File: src/rtl/ext_access_responder_pkg.sv
// Shared definitions for the external register-access responder:
// FSM state encodings, error codes, error read-data and node-index helper.
package ext_access_responder_pkg;

    localparam logic [1:0] ST_IDLE     = 2'd0;
    localparam logic [1:0] ST_WAIT_ACK = 2'd1;
    localparam logic [1:0] ST_RESP     = 2'd2;

    typedef logic [1:0] err_code_t;

    localparam err_code_t ERR_NONE     = 2'd0;
    localparam err_code_t ERR_BAD_NODE = 2'd1;
    localparam err_code_t ERR_BOTH_EN  = 2'd2;
    localparam err_code_t ERR_TIMEOUT  = 2'd3;

    localparam logic [31:0] ERR_DATA_DEFAULT = 32'hDEAD_BEEF;

    // Mesh node index: row-major, y*size_x + x.
    function automatic logic [7:0] node_index(
        input logic [3:0] x,
        input logic [3:0] y,
        input logic [4:0] size_x
    );
        logic [7:0] prod_v;
        prod_v = {4'h0, y} * {3'b000, size_x};
        return prod_v + {4'h0, x};
    endfunction

endpackage

File: src/rtl/ext_access_responder.sv
// Target side of the external register-access interface: decodes the host
// request to one mesh node, runs a single register transaction, returns status.
module ext_access_responder
    import ext_access_responder_pkg::*;
#(
    parameter int          MESH_SIZE_X    = 2,
    parameter int          MESH_SIZE_Y    = 2,
    parameter int          NUM_NODES      = MESH_SIZE_X * MESH_SIZE_Y,
    parameter int          TIMEOUT_CYCLES = 255,
    parameter logic [31:0] ERR_DATA       = ERR_DATA_DEFAULT
) (
    input  logic                    cpu_clk,
    input  logic                    rst,
    input  logic [7:0]              ext_node_select,
    input  logic [7:0]              ext_addr,
    input  logic                    ext_write_en,
    input  logic                    ext_read_en,
    input  logic [31:0]             ext_write_data,
    output logic [31:0]             ext_read_data,
    output logic                    ext_ready,
    output logic [NUM_NODES-1:0]    node_req,
    output logic                    node_we,
    output logic [7:0]              node_addr,
    output logic [31:0]             node_wdata,
    input  logic [NUM_NODES-1:0]    node_ack,
    input  logic [NUM_NODES*32-1:0] node_rdata,
    output logic                    err_valid,
    output logic [1:0]              err_code
);

    localparam int         IDX_W        = (NUM_NODES > 1) ? $clog2(NUM_NODES) : 1;
    localparam logic [4:0] MESH_X_W     = 5'(MESH_SIZE_X);
    localparam logic [4:0] MESH_Y_W     = 5'(MESH_SIZE_Y);
    localparam logic [7:0] TIMEOUT_LAST = 8'(TIMEOUT_CYCLES - 1);

    logic [1:0]           state_r;
    logic [IDX_W-1:0]     idx_r;
    logic [7:0]           cnt_r;
    logic [31:0]          read_data_r;
    logic                 ready_r;
    logic [NUM_NODES-1:0] node_req_r;
    logic                 node_we_r;
    logic [7:0]           node_addr_r;
    logic [31:0]          node_wdata_r;
    logic                 err_valid_r;
    err_code_t            err_code_r;

    logic [3:0]           x_s;
    logic [3:0]           y_s;
    logic                 any_en_s;
    logic                 both_en_s;
    logic                 bad_node_s;
    logic [IDX_W-1:0]     idx_s;
    logic [NUM_NODES-1:0] onehot_s;
    logic                 ack_hit_s;
    logic                 timeout_hit_s;
    logic [31:0]          rdata_sel_s;

    // Request decode and per-transaction selects driven from the latched index.
    always_comb begin
        x_s           = ext_node_select[7:4];
        y_s           = ext_node_select[3:0];
        any_en_s      = ext_write_en | ext_read_en;
        both_en_s     = ext_write_en & ext_read_en;
        bad_node_s    = ({1'b0, x_s} >= MESH_X_W) || ({1'b0, y_s} >= MESH_Y_W);
        idx_s         = IDX_W'(node_index(x_s, y_s, MESH_X_W));
        ack_hit_s     = node_ack[idx_r];
        timeout_hit_s = (cnt_r == TIMEOUT_LAST);
        rdata_sel_s   = node_rdata[{idx_r, 5'b00000} +: 32];
        onehot_s      = '0;
        for (int i = 0; i < NUM_NODES; i++) begin
            onehot_s[i] = (idx_s == IDX_W'(i));
        end
    end

    // Transaction FSM with all outputs registered.
    always_ff @(posedge cpu_clk or posedge rst) begin
        if (rst) begin
            state_r      <= ST_IDLE;
            idx_r        <= '0;
            cnt_r        <= 8'd0;
            read_data_r  <= 32'd0;
            ready_r      <= 1'b0;
            node_req_r   <= '0;
            node_we_r    <= 1'b0;
            node_addr_r  <= 8'd0;
            node_wdata_r <= 32'd0;
            err_valid_r  <= 1'b0;
            err_code_r   <= ERR_NONE;
        end else begin
            case (state_r)
                ST_IDLE: begin
                    err_valid_r <= 1'b0;
                    if (any_en_s) begin
                        node_addr_r  <= ext_addr;
                        node_wdata_r <= ext_write_data;
                        node_we_r    <= ext_write_en;
                        idx_r        <= idx_s;
                        cnt_r        <= 8'd0;
                        if (bad_node_s) begin
                            state_r     <= ST_RESP;
                            ready_r     <= 1'b1;
                            read_data_r <= ERR_DATA;
                            err_code_r  <= ERR_BAD_NODE;
                            err_valid_r <= 1'b1;
                        end else if (both_en_s) begin
                            state_r     <= ST_RESP;
                            ready_r     <= 1'b1;
                            read_data_r <= ERR_DATA;
                            err_code_r  <= ERR_BOTH_EN;
                            err_valid_r <= 1'b1;
                        end else begin
                            state_r    <= ST_WAIT_ACK;
                            node_req_r <= onehot_s;
                            err_code_r <= ERR_NONE;
                        end
                    end
                end
                ST_WAIT_ACK: begin
                    // An ack in the same cycle as the timeout still completes normally.
                    if (ack_hit_s) begin
                        state_r     <= ST_RESP;
                        node_req_r  <= '0;
                        ready_r     <= 1'b1;
                        read_data_r <= node_we_r ? 32'd0 : rdata_sel_s;
                    end else if (timeout_hit_s) begin
                        state_r     <= ST_RESP;
                        node_req_r  <= '0;
                        ready_r     <= 1'b1;
                        read_data_r <= ERR_DATA;
                        err_code_r  <= ERR_TIMEOUT;
                        err_valid_r <= 1'b1;
                    end else begin
                        cnt_r <= cnt_r + 8'd1;
                    end
                end
                ST_RESP: begin
                    err_valid_r <= 1'b0;
                    if (!any_en_s) begin
                        state_r <= ST_IDLE;
                        ready_r <= 1'b0;
                    end
                end
                default: begin
                    state_r     <= ST_IDLE;
                    node_req_r  <= '0;
                    ready_r     <= 1'b0;
                    err_valid_r <= 1'b0;
                end
            endcase
        end
    end

    assign ext_read_data = read_data_r;
    assign ext_ready     = ready_r;
    assign node_req      = node_req_r;
    assign node_we       = node_we_r;
    assign node_addr     = node_addr_r;
    assign node_wdata    = node_wdata_r;
    assign err_valid     = err_valid_r;
    assign err_code      = err_code_r;

endmodule

File: config.mk
export PLATFORM = sky130hd
export DESIGN_NAME = ext_access_responder
export DESIGN_NICKNAME = d
export VERILOG_FILES = /design/src/rtl/ext_access_responder_pkg.sv /design/src/rtl/ext_access_responder.sv
export SDC_FILE = /design/constraint.sdc
export NUM_CORES = 1
export LEC_CHECK = 0
export ABC_CLOCK_PERIOD_IN_PS = 5200
export CORE_MARGIN = 5
export CORE_UTILIZATION = 35
export DETAILED_ROUTE_END_ITERATION = 12
export PLACE_DENSITY = 0.75
export SETUP_SLACK_MARGIN = 0.4
export SLEW_MARGIN = 20
export SYNTH_ARGS = -nofsm -noshare
export SYNTH_HDL_FRONTEND = slang
export SYNTH_SLANG_ARGS = --single-unit
File: constraint.sdc
create_clock -name cpu_clk -period 5.2 [get_ports cpu_clk]
set_clock_uncertainty 0.1 [all_clocks]
set_input_delay 1.04 -clock cpu_clk [delete_from_list [all_inputs] [get_ports cpu_clk]]
set_output_delay 1.04 -clock cpu_clk [all_outputs]
set_load 0.05 [all_outputs]
# Word level (Yosys, flattened, before mapping)

Cells that the tools add are included.

Add/subtract/negate cells: 2
Magnitude comparators: 3
Equality and inequality tests: 15
Shift operators: 1
Multiplexer cells: 44
Bitwise gates (word level): 3
Reduce and logical (&&, ||, !) cells: 12

Operators with widths:

| cell                                                              | number |
|---|---|
| two-way mux 32 bit                                                | 6 |
| indexed part select 128 x 8 -> 32 bit                             | 1 |
| one-hot mux 32 bit (2 select lines)                               | 1 |
| two-way mux 8 bit                                                 | 3 |
| two-way mux 2 bit                                                 | 11 |
| two-way mux 4 bit                                                 | 5 |
| one-hot mux 8 bit (2 select lines)                                | 1 |
| AND reduction 4 bit                                               | 4 |
| != test 2 bit, second input constant                              | 7 |
| one-hot mux 4 bit (3 select lines)                                | 1 |
| two-way mux 1 bit                                                 | 11 |
| adder 8 x 1 -> 8 bit, second input constant                       | 1 |
| == test 8 bit, second input constant                              | 1 |
| greater-or-equal comparator 4 x 2 -> 1 bit, second input constant | 2 |
| == test 2 bit, second input constant                              | 3 |
| != test 3 bit, second input constant                              | 2 |
| one-hot mux 2 bit (3 select lines)                                | 1 |
| AND reduction 5 bit                                               | 1 |
| == test 2 x 1 -> 1 bit, second input constant                     | 2 |
| zero test 2 bit                                                   | 2 |
| one-hot mux 2 bit (2 select lines)                                | 1 |
| AND reduction 2 bit                                               | 2 |
| < comparator 2 x 3 -> 1 bit, second input constant                | 1 |
| one-hot mux 1 bit (3 select lines)                                | 1 |
| other kinds (9)                                                   | 9 |

Register bits after elaboration: 93
Bits of input ports: 184
Output and inout bits: 81
Logic and storage cells: 91

# Logic depth before layout (Yosys ltp)

Depth after elaboration: 6
Mapped depth: 8
Gate-level depth less buffers: 7

# Worst setup path before layout

Ideal clock, no wire load.

Path type: input-to-reg
Start: in ext_node_select[5]
End: reg read_data_r[0] (netlist: ext_read_data[0])
Setup time: 121 ps
Arrival: 2751 ps
Required time: 4979 ps
Slack: 2228 ps
Stages: 6
Path buffers: 1
Cells stage by stage: or4_4 or3_1 maj3_2 o21a_4 buf_6 o22a_1

Cells in the longest elaborated chain, start to end: 5
Elaborated cells between the ends (all ways): 7
Those cells by class: order compare: 1; eq/ne: 1; mux: 3; reduce/logical: 2

RTL lines:

| item                                           | line                        | RTL |
|---|---|---|
| from (decl)                                    | ext_access_responder.sv:14  | `input logic [7:0] ext_node_select,` |
| greater-or-equal comparator 4 x 2 -> 1 bit (*) | ext_access_responder.sv:65  | `bad_node_s = ({1'b0, x_s} >= MESH_X_W) \|\| ({1'b0, y_s} >= MESH_Y_W);` |
| logical OR 1 bit (*)                           | ext_access_responder.sv:65  |  |
| two-way mux 32 bit                             | ext_access_responder.sv:100 | `if (bad_node_s) begin` |
| two-way mux 32 bit                             | ext_access_responder.sv:94  | `if (any_en_s) begin` |
| one-hot mux 32 bit (2 select lines)            | ext_access_responder.sv:91  | `case (state_r)` |
| to (signal assigned)                           | ext_access_responder.sv:125 | `read_data_r <= node_we_r ? 32'd0 : rdata_sel_s;` |
| to (decl)                                      | ext_access_responder.sv:39  | `logic [31:0] read_data_r;` |

Every way passes the cells marked *; elsewhere a longest branch is shown, timed or not. The select of a mux whose other input is x is not followed.
A chain may end at the register's enable or synchronous reset.

# Final worst setup path

Start: in ext_node_select[5]
End: reg read_data_r[3] (netlist: ext_read_data[3])

Same word-level chain as after synthesis.

==> results.yml <==
run_status:
  status: "completed"
placed_design:
  dp_slack_ps: 1690
  dp_hpwl_um: 10700
  port_buffers: 264
  place_congestion: 0.780
die:
  start_util_pct: 35.3
  die_area_um2: 15600
  die_h_um: 125
  num_rows: 42
  core_area_um2: 13100
  die_width_um: 125
  io_pins: 265
hold_path:
  holdPathStages: 2
  hold_start: "ext_ready"
  hold_class: "flop to flop"
  hold_end: "ext_ready"
routing:
  via_count: 3824
  ant_nets: 0
  avgViaCountPerCell: 4.95
  drt_iter0_markers: 194
  drt-total-wl_um: 13400
  drt_drc_violations_left: 0
  firstDrtPassIters: 4
  wire_per_inst_um: 17.3
timing:
  period_minus_slack_ps: 3160
  setup_violations: 0
  rsz0062_at_grt: "no"
  fin_ws_ps: 2040
  slew-limit-headroom_pct: 39.8
  fmax_ghz: 0.317
  worstMarginPinSlew_ps: 901
  hold_violations: 0
  finalSetupTns_ps: 0
  fin_crit_sh_pct: 60.7
  drv_slew: 0
setup_path:
  worstRegToRegCells: 5
  cp.buffers_inverters: 1
  critPathMaxStageDelay_ps: 550
  worstPathCellList: "clkdlybuf4s50_1, or4_4, or3_1, maj3_2, o21a_4, o22a_1"
  critical_path.top_delay_family: "simple AND/OR/NAND/NOR gates"
  cp.arrival_ps: 3270
  crit_required_ps: 5310
  r2r_slack_ps: 2160
  critPathSlowestCell: "or4_4"
  r2r-start: "idx_r[0]"
  r2r-end: "ext_read_data[17]"
  worst-path-stages: 6
  path_class: "input port to flop"
  critPathLaunchType: "input port"
  crit_fanout: 24
  cp-end-kind: "flop"
synth:
  synth_common_cells: "dfrtp_1, mux2_2, mux4_2"
  postSynth.asyncResetShare_pct: 100
  syn_nets: 521
  synth-seq-cells: 93
  syn_inst: 335
  synth_top_area_cell: "dfrtp_1"
  synth_edf_count: 0
  yosys_warnings: 0
  avgSynthCellArea_um2: 13.8
  yosysMostFrequentCell: "dfrtp_1"
  synth_area_um2: 4620
  yosysSeqAreaShare_pct: 50.4
  synth_top_area_share_pct: 50.4
  synthFlopType: "dfrtp_1"
  synth.distinct_cells: 38
  ys_top_cells_by_area: "dfrtp_1, mux4_2, mux2_2, o22a_1, nor2b_1"
clock_tree:
  clk_pin_slew_ps: 60
  clock_sinks: 93
  cts_tree: "done"
  clock_path_buffers: 2
  cts_resized: 0
  cts-root-buf: "clkbuf_16"
  post_cts_buffers: 0
  cts-buffers-inserted: 9
  cts_hold_buffers: 0
  ctsHtreeMaxLevel: 3
  clk_latency_ps: 330
global_routing:
  use_met1_pct: 18.7
  grt_pass1_wl_um: 21200
  grt_pass1_vias: 4158
  grt.met3_usage_pct: 6.82
  met2_usage_pct: 29.8
  grtUsageTotal_pct: 17.0
  grt_max_degree: 57
  top_usage_layer: "met2"
  antenna_found_initial: 0
  gr-total-overflow: 0
layout:
  drive_gt1_share_pct: 17.6
  n_antenna_cell: 0
  nets: 778
  post-route-util_pct: 59.0
  area_growth_pct: 67.3
power:
  p_comb_share_pct: 36.6
  ir_drop_mv: 0.147
  p_sw_share_pct: 31.3
  clkPwrFrac_pct: 28.0
  switchingPower_mw: 0.734
  pwr-share-seq_pct: 35.4
  p_leak_nw: 3.01
  powerDensity_nw_per_um2: 304
  total_power_mw: 2.35
  p_int_mw: 1.61
run:
  drv_cap: 0
## per-stage QoR
step           hold slack, ps  area [um2]  cells
2_1_floorplan             388        4620    335
3_3_place_gp              371        7420    757
3_5_place_dp              379        7420    757
4_1_cts                   391        7720    772
5_1_grt                   422        7720    772
6_report                  385        7720    772
## state kept, by name, indices dropped and copies added (netlist names), 2 cells and up
name	flops
ext_read_data	32
err_code	2
node_wdata	32
node_addr	8
node_req	4
idx_r	2
state_r	2
cnt_r	8
## power groups by stage
stage | sequential (mW) | clock, mW | combinational, mW
global route | 0.841 | 0.701 | 0.909
floorplan | 1.09 | 0 | 0.291
global placement | 0.844 | 0 | 0.860
detailed placement | 0.846 | 0 | 0.869
CTS | 0.832 | 0.676 | 0.870
finish | 0.831 | 0.656 | 0.860
## how the worst max path moves through the flow
stage	slack (ps)	start	endpoint
after global routing	1890	idx_r[0]	ext_read_data[17]
after floorplan	1640	rst	cnt_r[0]
after global placement	1730	ext_node_select[5]	ext_read_data[1]
final	2040	ext_node_select[5]	ext_read_data[3]
after detailed placement	1690	ext_node_select[5]	ext_read_data[13]
after CTS	2050	ext_node_select[5]	ext_read_data[13]
## worst register-to-register path, stage by stage (launching register included)
cell     delay (ps)
dfrtp_2         340
buf_4           520
mux4_2          670
nand2_1         690
nor2_1          310
a22o_1          310
## cell type report
| cell class | count | area, um2 |
|---|---|---|
| Tap cell | 176 | 220 |
| Clock inverter | 3 | 45.0 |
| Clock buffer | 12 | 256 |
| Fill cell | 1021 | 5360 |
| Timing Repair Buffer | 270 | 2690 |
| Inverter | 3 | 13.8 |
| Multi-Input combinational cell | 215 | 2170 |
| Sequential cell | 93 | 2330 |
## placed cells by master (no fill, tap or decap), types with 3 or more instances in the layout
| cell type | count |
|---|---|
| nor3_1 | 4 |
| xor2_1 | 6 |
| dfrtp_1 | 92 |
| clkdlybuf4s50_1 | 264 |
| a21oi_1 | 3 |
| clkbuf_16 | 9 |
| nand4_1 | 3 |
| o22a_1 | 24 |
| o21ai_0 | 4 |
| mux2_2 | 45 |
| mux4_2 | 33 |
| buf_4 | 6 |
| nor2b_1 | 25 |
| a22o_1 | 9 |
| nor2_1 | 18 |
| and3_1 | 4 |
| nand2_1 | 12 |
## kinds of logic after synthesis
group	Yosys count	synth area share (%)
DFF	93	50.4
muxes	78	27.1
and+or+nand+nor	77	8.89
AOI/OAI and AO/OA	49	8.67
buffers and inverters	27	2.63
xor gates and xnor gates	8	1.52
adders and majority gates	3	0.786
## metal layers
layer | vias to the layer above | part of all wire, %
met5 | - | 0
met4 | 0 | 1.9
met2 | 190 | 50
met3 | 19 | 10
met1 | 1842 | 38
li1 | 1773 | -
(Power assumes the default switching activity.)
==> patch 1: new RTL, same flow settings <==
`MESH_SIZE_X`: 2 -> 4.
--- a/src/rtl/ext_access_responder.sv
+++ b/src/rtl/ext_access_responder.sv
@@ -4,5 +4,5 @@
     import ext_access_responder_pkg::*;
 #(
-    parameter int          MESH_SIZE_X    = 2,
+    parameter int          MESH_SIZE_X    = 4,
     parameter int          MESH_SIZE_Y    = 2,
     parameter int          NUM_NODES      = MESH_SIZE_X * MESH_SIZE_Y,
Ports: changed (resized node_ack, node_rdata and node_req); port bits go from 265 to 401. The function was not compared with the original's and may differ.
==> patch 1 against the original RTL <==
- clock power up 7.2%
- synthesized cell count up 51%
- global-route usage up 10 points
- register-to-register slack better by 0.23 ns
- sequential cell count up 5
- total power up 16%
- via count up 55%
- wire length up 100%
- worst setup slack better by 0.094 ns
- final area up 34%
- synthesized area up 26%
==> patch 1: results (changes against the original RTL) <==
stage	metric	value	unit	change
worst_setup_path	Setup crit start	node_ack[5]		
yosys	sequential fraction of the synthesis area	42.3	%	-8.1 points
hold_path	hold_sp	node_wdata[8]		
yosys	top_reg_cell synth	dfrtp_1		
yosys	Mapped Nets	823		+58%
drt	Via-to-Cell Ratio	5.32		+7.4%
power	Peak VDD IR	0.228	mV	+55%
drt	Initial DRC Count	334		+72%
placed_design	RePlAce Congestion	0.939		+20%
yosys	Area contributors post-synth	dfrtp_1 42%, mux4_2 25%, nand2_1 8.9%, a2bb2oi_1 3.8%, a22oi_1 3.4%		
hold_path	Min-Delay Endpoint	node_wdata[8]		
final_layout	fillers	1314		+29%
drt	final WL	26.8	mm	+100%
placed_design	Inst Count DP	1093		+44%
global_routing	global-route wire length before repair	40.2	mm	+89%
worst_setup_path	Slowest-stage cell, CP	a21oi_1		
placed_design	Final HPWL DP	21.7	mm	+100%
power	leakage	4.06	nW	+35%
worst_setup_path	reg2reg setup slack	2.39	ns	+0.23 ns
worst_setup_path	critical path arrival	3.20	ns	-0.07 ns
yosys	synth cell count leaders	137 x nand2_1, 98 x dfrtp_1, 64 x mux4_2		
yosys	synth unique cells	44		+16%
yosys	Avg Inst Size Synth	11.5	um^2	-17%
final_layout	layout net count	1202		+54%
global_routing	initial antenna violation count	8		+8
final_layout	layout cell share with drive strength beyond 1	11.8	%	-5.8 points
global_routing	gr usage total	27.4	%	+10 points
global_routing	number of global-route vias before repair	6177		+49%
timing	Slew @ Worst Pin	0.998	ns	+0.0963 ns
run_status	status	finished clean		
placed_design	Place WS	1.44	ns	-0.242 ns
hold_path	Hold Path Class	reg2reg		
placed_design	PortBufs	400		+52%
worst_setup_path	CP max FO	25		+4.2%
-- patch 1: cell count changes after synthesis, moves of 24 or more --
cell,delta
mux2_2,-44
o22a_1,-24
a2bb2oi_1,+25
nand2_1,+125
a22oi_1,+26
mux4_2,+31
-- patch 1: how the worst max path moves through the flow --
stage	to	slack [ns]	cells after the start
2_1_floorplan	cnt_r[0]	1.50	1
6_report	ext_ready	2.14	6
4_1_cts	ext_read_data[23]	1.80	6
3_5_place_dp	ext_read_data[6]	1.44	6
3_3_place_gp	ext_read_data[28]	1.61	6
5_1_grt	ext_read_data[23]	1.94	6
-- patch 1: per-stage QoR --
stage,cell area [um^2],power (mW)
finish,10300,2.73
global route,10300,2.86
CTS,10300,2.76
detailed placement,10000,2.05
global placement,10000,2.04
floorplan,5790,1.55
-- patch 1: layout make-up --
class / instances / area share (%)
Clock inverter: 6 / 0.715
Tap cell: 220 / 2.67
Timing Repair Buffer: 409 / 39.4
Clock buffer: 10 / 2.31
Sequential cell: 98 / 23.8
Multi-Input combinational cell: 360 / 30.7
Antenna cell: 4 / 0.0969
Inverter: 6 / 0.242
-- patch 1: critical path, delay by kind of cell --
family          cells  cell delay [ns]
compound gates      3             1.18
buf+inv             1             0.40
mux                 1             0.24
simple gates        1             0.31
-- patch 1: report_power, final --
part / total [mW] / internal (mW) / switching (mW)
Clock: 0.703 / 0.392 / 0.311
Sequential: 0.898 / 0.829 / 0.0681
Combinational: 1.13 / 0.576 / 0.555
-- patch 1: cells by family after synthesis --
family | Yosys count | synth area share, %
and+or+nand+nor | 173 | 13.0
AOI/OAI and AO/OA | 103 | 13.0
DFF | 98 | 42.3
muxes | 78 | 27.3
buffers and inverters | 47 | 3.37
xor gates and xnor gates | 4 | 0.605
adders and majority gates | 2 | 0.432
-- patch 1: per-layer routing --
| layer | global-route usage, % | share of wire [%] |
|---|---|---|
| met1 | 34.4 | 39 |
| met5 | 0 | 0.21 |
| met2 | 44.8 | 49 |
| met3 | 11.0 | 10 |
| met4 | 6.54 | 1.3 |
==> patch 2: new RTL, config.mk and constraints unchanged <==
Without the edit above. Reset style: synchronous (`rst`), changed in one clocked block.
--- a/src/rtl/ext_access_responder.sv
+++ b/src/rtl/ext_access_responder.sv
@@ -75,5 +75,5 @@
 
     // Transaction FSM with all outputs registered.
-    always_ff @(posedge cpu_clk or posedge rst) begin
+    always_ff @(posedge cpu_clk) begin
         if (rst) begin
             state_r      <= ST_IDLE;
Behaviour: differs if rst is asserted again (counterexample within 4 cycles, from zero or initial values and one cycle with rst high); with rst held inactive, the same outputs for 4 cycles.
==> patch 2 against the original RTL <==
- sequential cell count is the same
- wire length grew 15%
- synthesized area shrank 4.8%
- critical path type unchanged
- final area shrank 3.1%
- worst setup slack lost 0.37 ns
- total power shrank 12%
- clock power grew 8.2%
- cell count grew 14%
- highest routed layer unchanged
- core utilization grew 1.0 points
- synthesized cell count grew 39%
==> patch 2: results (changes against the original RTL) <==
stage	metric	value	unit	change
timing	fin worst setup slack	1.67	ns	-0.373 ns
placed_design	PortBufs	264		unchanged
yosys	Mapped Nets	650		+25%
global_routing	met1 Usage GRT	22.0	%	+3.2 points
worst_setup_path	critical path arrival	3.64	ns	+0.37 ns
hold_path	Min-Delay Endpoint	node_addr[5]		
worst_setup_path	FF-to-FF Start	cnt_r[0]		
global_routing	met3 usage	6.50	%	-0.32 points
worst_setup_path	Slowest-stage cell, CP	nand3_1		
drt	Routed wire per std cell	17.5	um	+0.72%
final_layout	ANT cells	0		unchanged
worst_setup_path	CP delay by family, top	compound AO/OA/AOI/OAI gates		
yosys	Area contributors post-synth	dfxtp_1 42%, mux4_2 17%, nand2_1 8.0%, a21oi_1 5.7%, a221oi_1 5.2%		
yosys	synth cell count leaders	94 x nand2_1, 93 x dfxtp_1, 50 x a21oi_1		
global_routing	pin count of the biggest net entering global routing	48		-16%
drt	Via-to-Cell Ratio	4.98		+0.46%
drt	routed metal-1 wirelength	5.56	mm	+9.6%
final_layout	layout net count	891		+15%
global_routing	global-route wire length before repair	23.8	mm	+12%
placed_design	Place WS	1.35	ns	-0.341 ns
final_layout	layout cell share with drive strength beyond 1	8.17	%	-9.4 points
yosys	asr flop ratio synth	0	%	-100 points
timing	Slew headroom	36.3	%	-3.4 points
global_routing	gr usage total	20.7	%	+3.7 points
placed_design	Final HPWL DP	12.3	mm	+15%
worst_setup_path	CP max FO	25		+4.2%
run_status	status	finished clean		
placed_design	RePlAce Congestion	0.875		+12%
hold_path	hold_sp	node_addr[5]		
yosys	sequential fraction of the synthesis area	42.4	%	-8.1 points
timing	worst hold margin	0.352	ns	-0.0335 ns
global_routing	grt met2 use	38.5	%	+8.7 points
global_routing	number of global-route vias before repair	4655		+12%
placed_design	Inst Count DP	865		+14%
yosys	Avg Inst Size Synth	9.47	um^2	-31%
yosys	synth unique cells	41		+7.9%
final_layout	register area	1860	um^2	-20%
drt	WL met3	1.08	mm	-22%
placed_design	Placed Area	7130	um^2	-4.0%
drt	via count	4389		+15%
worst_setup_path	Setup crit start	node_ack[3]		
worst_setup_path	reg2reg setup slack	2.46	ns	+0.30 ns
yosys	top_reg_cell synth	dfxtp_1		
final_layout	fillers	1089		+6.7%
worst_setup_path	FF-to-FF path depth	6		+1
==> patch 2: cells by family (layout without fill, tap and decap cells) <==
kind of cell	Yosys count	count (layout)	share of synthesized area (%)
adders and majority gates	2	2	0.569
AOI/OAI and AO/OA	101	101	15.3
muxes	37	37	17.8
xor gates and xnor gates	3	3	0.598
and+or+nand+nor	161	161	17.2
buffers and inverters	67	313	6.15
DFF	93	93	42.4
==> patch 2: report_power, final <==
| part | switching, mW | internal, mW | leakage (nW) |
|---|---|---|---|
| clock | 0.262 | 0.448 | 0.156 |
| combinational | 0.291 | 0.277 | 1.80 |
| sequential | 0.0263 | 0.755 | 0.767 |
| total | 0.579 | 1.48 | 2.73 |
==> patch 2: layout make-up <==
cell class	instances	area share (%)
Multi-Input combinational cell	304	30.5
Timing Repair Buffer	268	35.9
Clock inverter	3	0.903
Sequential cell	93	24.9
Clock buffer	13	3.48
Tap cell	172	2.88
Inverter	29	1.45
